[src/rtl/tug_of_war_ctrl.sv]
// Tug-of-war game controller.
// Moves a one-hot "rope" light across an LED bar in response to single-cycle
// press pulses from two players, scores rounds, holds the round-won display
// for a fixed number of cycles, and ends the match when one player reaches
// the target score.
//
// Ports:
//   clk          system clock
//   reset_n      asynchronous active-low reset
//   p1_press     player-1 press pulse (moves rope toward bit N_POS-1)
//   p2_press     player-2 press pulse (moves rope toward bit 0)
//   new_game     synchronous restart pulse, same effect as reset
//   leds         one-hot rope position, all zero while a win is displayed
//   p1_score     player-1 rounds won
//   p2_score     player-2 rounds won
//   winner       2'b10 player 1, 2'b01 player 2, 2'b00 none
//   round_active high while a round is being played
//   match_over   high once a player has reached WIN_SCORE
module tug_of_war_ctrl #(
  parameter int unsigned N_POS       = 9,
  parameter int unsigned WIN_SCORE   = 7,
  parameter int unsigned HOLD_CYCLES = 4,
  parameter int unsigned SCORE_W     = $clog2(WIN_SCORE + 1)
) (
  input  logic               clk,
  input  logic               reset_n,
  input  logic               p1_press,
  input  logic               p2_press,
  input  logic               new_game,
  output logic [N_POS-1:0]   leds,
  output logic [SCORE_W-1:0] p1_score,
  output logic [SCORE_W-1:0] p2_score,
  output logic [1:0]         winner,
  output logic               round_active,
  output logic               match_over
);

  localparam int unsigned C     = (N_POS - 1) / 2;
  localparam int unsigned PosW  = $clog2(N_POS);
  localparam int unsigned HoldW = (HOLD_CYCLES > 1) ? $clog2(HOLD_CYCLES) : 1;

  localparam logic [PosW-1:0]    PosMax   = PosW'(N_POS - 1);
  localparam logic [PosW-1:0]    PosCtr   = PosW'(C);
  localparam logic [N_POS-1:0]   LedCtr   = N_POS'(1) << C;
  localparam logic [HoldW-1:0]   HoldLoad = HoldW'(HOLD_CYCLES - 1);
  localparam logic [SCORE_W-1:0] LastWin  = SCORE_W'(WIN_SCORE - 1);

  typedef enum logic [1:0] {
    StPlay      = 2'b00,
    StRoundWon  = 2'b01,
    StMatchOver = 2'b10
  } state_e;

  state_e           state;
  logic [PosW-1:0]  pos;
  logic [HoldW-1:0] hold_cnt;

  // Simultaneous presses cancel out.
  logic move_up, move_dn, state_bad;
  assign move_up   = p1_press & ~p2_press;
  assign move_dn   = p2_press & ~p1_press;
  assign state_bad = !(state inside {StPlay, StRoundWon, StMatchOver});

  always_ff @(posedge clk or negedge reset_n) begin
    if (!reset_n) begin
      state        <= StPlay;
      pos          <= PosCtr;
      hold_cnt     <= '0;
      leds         <= LedCtr;
      p1_score     <= '0;
      p2_score     <= '0;
      winner       <= 2'b00;
      round_active <= 1'b1;
      match_over   <= 1'b0;
    end else if (new_game || state_bad) begin
      // Restart and illegal-encoding recovery both land on the reset values.
      state        <= StPlay;
      pos          <= PosCtr;
      hold_cnt     <= '0;
      leds         <= LedCtr;
      p1_score     <= '0;
      p2_score     <= '0;
      winner       <= 2'b00;
      round_active <= 1'b1;
      match_over   <= 1'b0;
    end else begin
      case (state)
        StPlay: begin
          if (move_up) begin
            if (pos == PosMax) begin
              p1_score     <= p1_score + SCORE_W'(1);
              winner       <= 2'b10;
              leds         <= '0;
              round_active <= 1'b0;
              if (p1_score == LastWin) begin
                state      <= StMatchOver;
                match_over <= 1'b1;
              end else begin
                state    <= StRoundWon;
                hold_cnt <= HoldLoad;
              end
            end else begin
              pos  <= pos + PosW'(1);
              leds <= leds << 1;
            end
          end else if (move_dn) begin
            if (pos == '0) begin
              p2_score     <= p2_score + SCORE_W'(1);
              winner       <= 2'b01;
              leds         <= '0;
              round_active <= 1'b0;
              if (p2_score == LastWin) begin
                state      <= StMatchOver;
                match_over <= 1'b1;
              end else begin
                state    <= StRoundWon;
                hold_cnt <= HoldLoad;
              end
            end else begin
              pos  <= pos - PosW'(1);
              leds <= leds >> 1;
            end
          end
        end
        StRoundWon: begin
          // Loaded with HOLD_CYCLES-1, so the hold spans HOLD_CYCLES cycles.
          if (hold_cnt != '0) begin
            hold_cnt <= hold_cnt - HoldW'(1);
          end else begin
            state        <= StPlay;
            pos          <= PosCtr;
            leds         <= LedCtr;
            winner       <= 2'b00;
            round_active <= 1'b1;
          end
        end
        StMatchOver: begin
          // Terminal until new_game or reset.
        end
        default: begin
        end
      endcase
    end
  end

endmodule

[config.mk]
export PLATFORM = sky130hd
export DESIGN_NAME = tug_of_war_ctrl
export DESIGN_NICKNAME = d
export VERILOG_FILES = /design/src/rtl/tug_of_war_ctrl.sv
export SDC_FILE = /design/constraint.sdc
export NUM_CORES = 1
export LEC_CHECK = 0
export ABC_AREA = 0
export BUFFER_PORTS_ARGS = -buffer_cell sky130_fd_sc_hd__buf_2
export CAP_MARGIN = 40
export CORE_UTILIZATION = 45
export CTS_CLUSTER_SIZE = 16
export DETAILED_ROUTE_END_ITERATION = 12
export GPL_TIMING_DRIVEN = 0
export HOLD_SLACK_MARGIN = 0.1
export PLACE_DENSITY = 0.69
export SLEW_MARGIN = 40
export SYNTH_ARGS = -nofsm -noshare
export SYNTH_HDL_FRONTEND = slang
export SYNTH_SLANG_ARGS = --single-unit
[constraint.sdc]
create_clock -name clk -period 2.8 [get_ports clk]
set_clock_uncertainty 0.05 [all_clocks]
set_input_delay 0.14 -clock clk [delete_from_list [all_inputs] [get_ports clk]]
set_output_delay 0.14 -clock clk [all_outputs]
set_load 0.005 [all_outputs]
=== After elaboration in Yosys (flattened, before gate mapping) ===
Index checks and enable logic that the tools add are counted.

* Output and inout port bits: 19
* Logic and storage cells: 119
* Register bits after elaboration: 27
* Input port bits: 5

* Reductions and logical operators: 22
* Add/subtract/negate cells: 5
* Bitwise operators: 4
* Equality and inequality tests: 17
* Multiplexer cells: 62

{| class="wikitable"
|+ Operators by type and width
! kind !! number
|-
| 9-bit two-way mux || 5
|-
| 2-bit two-way mux || 21
|-
| 3-bit two-way mux || 9
|-
| 4-bit two-way mux || 6
|-
| 9-bit one-hot mux with 2 select lines || 1
|-
| 4-bit != test, second input constant || 4
|-
| 3-bit nonzero test || 5
|-
| 1-bit two-way mux || 14
|-
| 2-bit one-hot mux with 2 select lines || 3
|-
| 2-bit nonzero test || 6
|-
| 5-bit AND reduction || 2
|-
| 3-bit by 1-bit != test with 1-bit output, second input constant || 3
|-
| 8-bit two-way mux || 1
|-
| 4-bit by 2-bit != test with 1-bit output, second input constant || 2
|-
| 4-bit one-hot mux with 2 select lines || 1
|-
| 7-bit AND reduction || 1
|-
| 3-bit by 1-bit adder with 3-bit output, second input constant || 2
|-
| 3-bit == test, second input constant || 2
|-
| 3-bit AND reduction || 2
|-
| 6-bit AND reduction || 1
|-
| 4-bit by 1-bit adder with 4-bit output, second input constant || 1
|-
| 4-bit == test, second input constant || 1
|-
| 4-bit logical NOT || 1
|-
| 4-bit by 3-bit != test with 1-bit output, second input constant || 1
|-
| 13 further kinds || 15
|}

=== Depth between registers and ports, before layout ===
* Depth in word-level cells: 7
* Depth in mapped cells: 8

=== Least setup slack after synthesis ===
Ideal clock, no wire load.

* Path type: input -> register
* Start: input p2_press
* End: register pos[3]
* Path buffers: 0
* Arrival: 1596 ps
* Stages on the path: 8
* Data required time: 2671 ps
* Path slack: 1074 ps
* Cell sequence: inv_1 -> ha_1 -> inv_1 -> ha_1 -> a31o_2 -> a22oi_1 -> or4_1 -> mux2i_1

* Longest elaborated chain between the ends: 5
* Elaborated cells between the ends (all ways): 10
* Those cells by class: eq/ne (3); mux (3); bitwise (3); reduce/logical (1)

{| class="wikitable"
|+ Ends and longest elaborated chain
! what !! line !! source
|-
| from (decl) || 28 || <nowiki>input logic p2_press,</nowiki>
|-
| 1-bit inverter || 60 || <nowiki>assign move_up = p1_press & ~p2_press;</nowiki>
|-
| 1-bit bitwise AND || 60 ||
|-
| 4-bit two-way mux || 89 || <nowiki>if (move_up) begin</nowiki>
|-
| 4-bit one-hot mux with 2 select lines || 87 || <nowiki>case (state)</nowiki>
|-
| 4-bit two-way mux || 75 || <nowiki>end else if (new_game || state_bad) begin</nowiki>
|-
| to (signal assigned) || 67 || <nowiki>pos <= PosCtr;</nowiki>
|-
| to (signal assigned) || 78 || <nowiki>pos <= PosCtr;</nowiki>
|-
| to (signal assigned) || 103 || <nowiki>pos <= pos + PosW'(1);</nowiki>
|-
| to (decl) || 55 || <nowiki>logic [PosW-1:0] pos;</nowiki>
|}

Parallel ways exist; a longest one is shown, timed or not.
A chain may end at the register's enable or synchronous reset.

=== Final worst setup path ===
* Start: register hold_cnt[0]
* End: register state[1]

* Longest elaborated chain between the ends: 3

{| class="wikitable"
|+ Ends and longest elaborated chain
! what !! line !! source
|-
| from (decl) || 56 || <nowiki>logic [HoldW-1:0] hold_cnt;</nowiki>
|-
| from (signal assigned) || 100 || <nowiki>hold_cnt <= HoldLoad;</nowiki>
|-
| from (signal assigned) || 117 || <nowiki>hold_cnt <= HoldLoad;</nowiki>
|-
| from (signal assigned) || 128 || <nowiki>hold_cnt <= hold_cnt - HoldW'(1);</nowiki>
|-
| 2-bit nonzero test || 127 || <nowiki>if (hold_cnt != '0) begin</nowiki>
|-
| 3-bit != test (no source line) || n/a ||
|-
| 5-bit AND reduction (no source line) || n/a ||
|-
| to (signal assigned) || 113 || <nowiki>state <= StMatchOver;</nowiki>
|-
| to (signal assigned) || 116 || <nowiki>state <= StRoundWon;</nowiki>
|-
| to (signal assigned) || 130 || <nowiki>state <= StPlay;</nowiki>
|-
| to (decl) || 54 || <nowiki>state_e state;</nowiki>
|}

No other way between the ends.

==> reports/qor.txt <==
clk_lat worst skew: 320 ps
vias in the first global route: 1,187
register area share after synthesis: 45.0%
largest net degree at the start of global routing: 28
starting density of the core: 48.2%
post-CTS setup buffer count: 0
worst min path class: in -> reg
CTS sink cnt: 27
delay-heaviest family, CP: compound AO/OA/AOI/OAI gates
number of library cell types mapped by synthesis: 42
Synthesized Nets: 171
hold buffer count at cts: 1
Bufs on Longest Clock Path: 2
fmax: 511 MHz
mapped cell area: 1510 sq um
setup TNS: 0 ps
Post-DP HPWL: 2290 um
count of pins over their slew limit: 0
Synth-to-Final Area Change: 13.7%
slowest CP cell: dfrtp_1
overall power: 1.11 mW
CP arrival: 2120 ps
Hold Violations, Final: 0
synth warn: 0
placed insts: 223
count of final setup violators: 0
fin crit share: 69.9%
DRC Markers: 0
IR drop worst, VDD: 0.282 mV
worst-path cell chain: inv_1, ha_1, or3b_1, a21oi_1, a21oi_1, a21oi_1, nor3_1
met2 GRT Util: 32.4%
Yosys reg bits: 27
WP data required: 2960 ps
Die Y: 59.9 um
fillers: 301
H-tree Lvls: 1
power density cells: 647 nW/um^2
GRT met1 Usage: 24.9%
Total GRT Usage: 18.9%
Synth async-reset ratio: 100%
wire per inst: 13.1 um
Reg clk slew, reported paths: 140 ps
CP peak stage delay: 400 ps
CP startpoint kind: register
Root Driver: clkbuf_4
Leakage: 0.890 nW
IO Port Bufs: 23
first-pass GRT wire length: 5150 um
CTS resizes: 0
first-pass detailed-route iteration total: 4
Rel. slew slack: 60.5%
overall die width: 59.9 um
busiest layer in global routing: met2
layout cells sized above 1: 20.1%
Total Nets Final: 200
Via-to-Cell Ratio: 5.38
critical path class: reg -> reg
gr ovfl total: 0
Die Area: 3590 sq um
Synth Flop Type: dfrtp_1
Synth Area per Inst: 9.67 sq um
Antenna Cells: 0
outcome: completed
post-detailed-route count of antenna-violating nets: 0
initial antenna violation count: 0
met3 global-route usage: 1.95%
total wire length: 2990 um
crit path buf inv count: 1
TritonCTS clock tree: done
Hold Worst Slack: 275 ps
crit path max fanout: 8
crit end category: register
Routability Congestion: 0.896
io pins: 24
number of synthesized flops with an enable pin: 0
Final Non-Filler Cells: 228
RSZ-0062 raised after global routing: false
most frequent CP cell: a21oi_1
crit path time final: 1960 ps
Post-Syn Instances: 156
Vias: 1,226
Max Cap Viol: 0
# rows: 20
total CTS buffers: 3
Worst Max-Slew Pin Slew: 592 ps
initial DRC count: 44
Core Region: 3130 sq um
[worst min-delay path, delay by kind of cell]
kind	cells	cell delay, ps
buffers and inverters	2	300
AOI/OAI and AO/OA	1	170
[state kept, by name, indices dropped and copies added, names as in the netlist]
register      count
round_active      1
winner            2
leds              9
match_over        1
state             2
p1_score          3
hold_cnt          2
pos               4
p2_score          3
[cells by family (layout without fill, tap and decap cells)]
logic type               count (synthesis)  after routing  synth area share (%)
AND/OR/NAND/NOR                         44             44                  15.8
AO/OA/AOI/OAI                           42             42                  19.6
flip-flops                              27             27                  45.0
buffers and inverters                   25             53                  6.63
adder cells (fa/ha/maj)                 10             10                  8.29
XOR/XNOR                                 7              7                  4.06
multiplexers                             1              1                 0.663
[final cells by class]
type	instances	area, sq um	share of cell area, %
Inverter	19	71.3	4.16
Clock buffer	4	26.3	1.53
Tap cell	44	55.1	3.21
Sequential cell	27	679	39.6
Timing Repair Buffer	24	125	7.29
Buffer	6	28.8	1.68
Multi-Input combinational cell	104	729	42.5
[metal layers]
| metal | part of all wire, % | vias up |
|---|---|---|
| met5 | 0 | - |
| met4 | 1.4 | 0 |
| met3 | 3.4 | 5 |
| met2 | 47 | 25 |
| met1 | 48 | 587 |
| li1 | - | 609 |
[cells in the mapped netlist (all sizes together) (5+ instances only)]
library cell  number  share of area [%]
a222oi             6                4.0
a21oi             12                4.0
o21ai              5                1.7
nor2              17                4.2
nand2              6                1.5
dfrtp             24                 40
inv               19                4.7
nor3               6                2.7
ha                10                8.3
xnor2              5                2.9
a21o               6                3.0
[metrics by stage]
stage / setup WS, ps / cell area (sq um) / utilization [%]
5_1_grt: 645 / 1720 / 54.8
3_5_place_dp: 725 / 1680 / 53.7
4_1_cts: 826 / 1720 / 54.8
3_3_place_gp: 808 / 1680 / 53.7
2_1_floorplan: 1070 / 1510 / -
6_report: 841 / 1720 / 54.8
[worst paths after layout]
kind,from,end,slack [ps],cells after the start
min,new_game,state[0]$_DFFE_PN0P_,270,3
max,hold_cnt[0]$_DFFE_PN0P_,state[1]$_DFFE_PN0P_,840,7
min reg2reg,leds[4]$_DFFE_PN1P_,leds[4]$_DFFE_PN1P_,460,2
min in group asynchronous,reset_n,p2_score[0]$_DFFE_PN0P_,280,2
max reg2reg,hold_cnt[0]$_DFFE_PN0P_,state[1]$_DFFE_PN0P_,840,7
max in group asynchronous,reset_n,winner[0]$_DFFE_PN0P_,2030,2
[report_power, final]
| group | switching, mW | internal, mW | leakage (nW) |
|---|---|---|---|
| clock network | 0.112 | 0.0559 | 0.0150 |
| registers | 0.0666 | 0.466 | 0.359 |
| logic | 0.228 | 0.180 | 0.516 |
[cell usage in the layout (no fill, tap or decap), types with 2 or more instances in the layout]
master and instances:
nor2b_1 2, a22o_1 2, xor2_1 2, o21ai_0 4
clkbuf_1 4, a222oi_1 6, dfrtp_1 24, nand3_1 2
dfstp_2 3, buf_2 25, xnor2_1 5, a21oi_1 12
nor3_2 2, a21o_1 6, nor2_1 17, nand4_1 2
ha_1 10, nor3_1 4, nand2_1 6, clkbuf_4 3
inv_1 19, o21a_1 2
No activity file was read; power rests on OpenSTA's default activity.
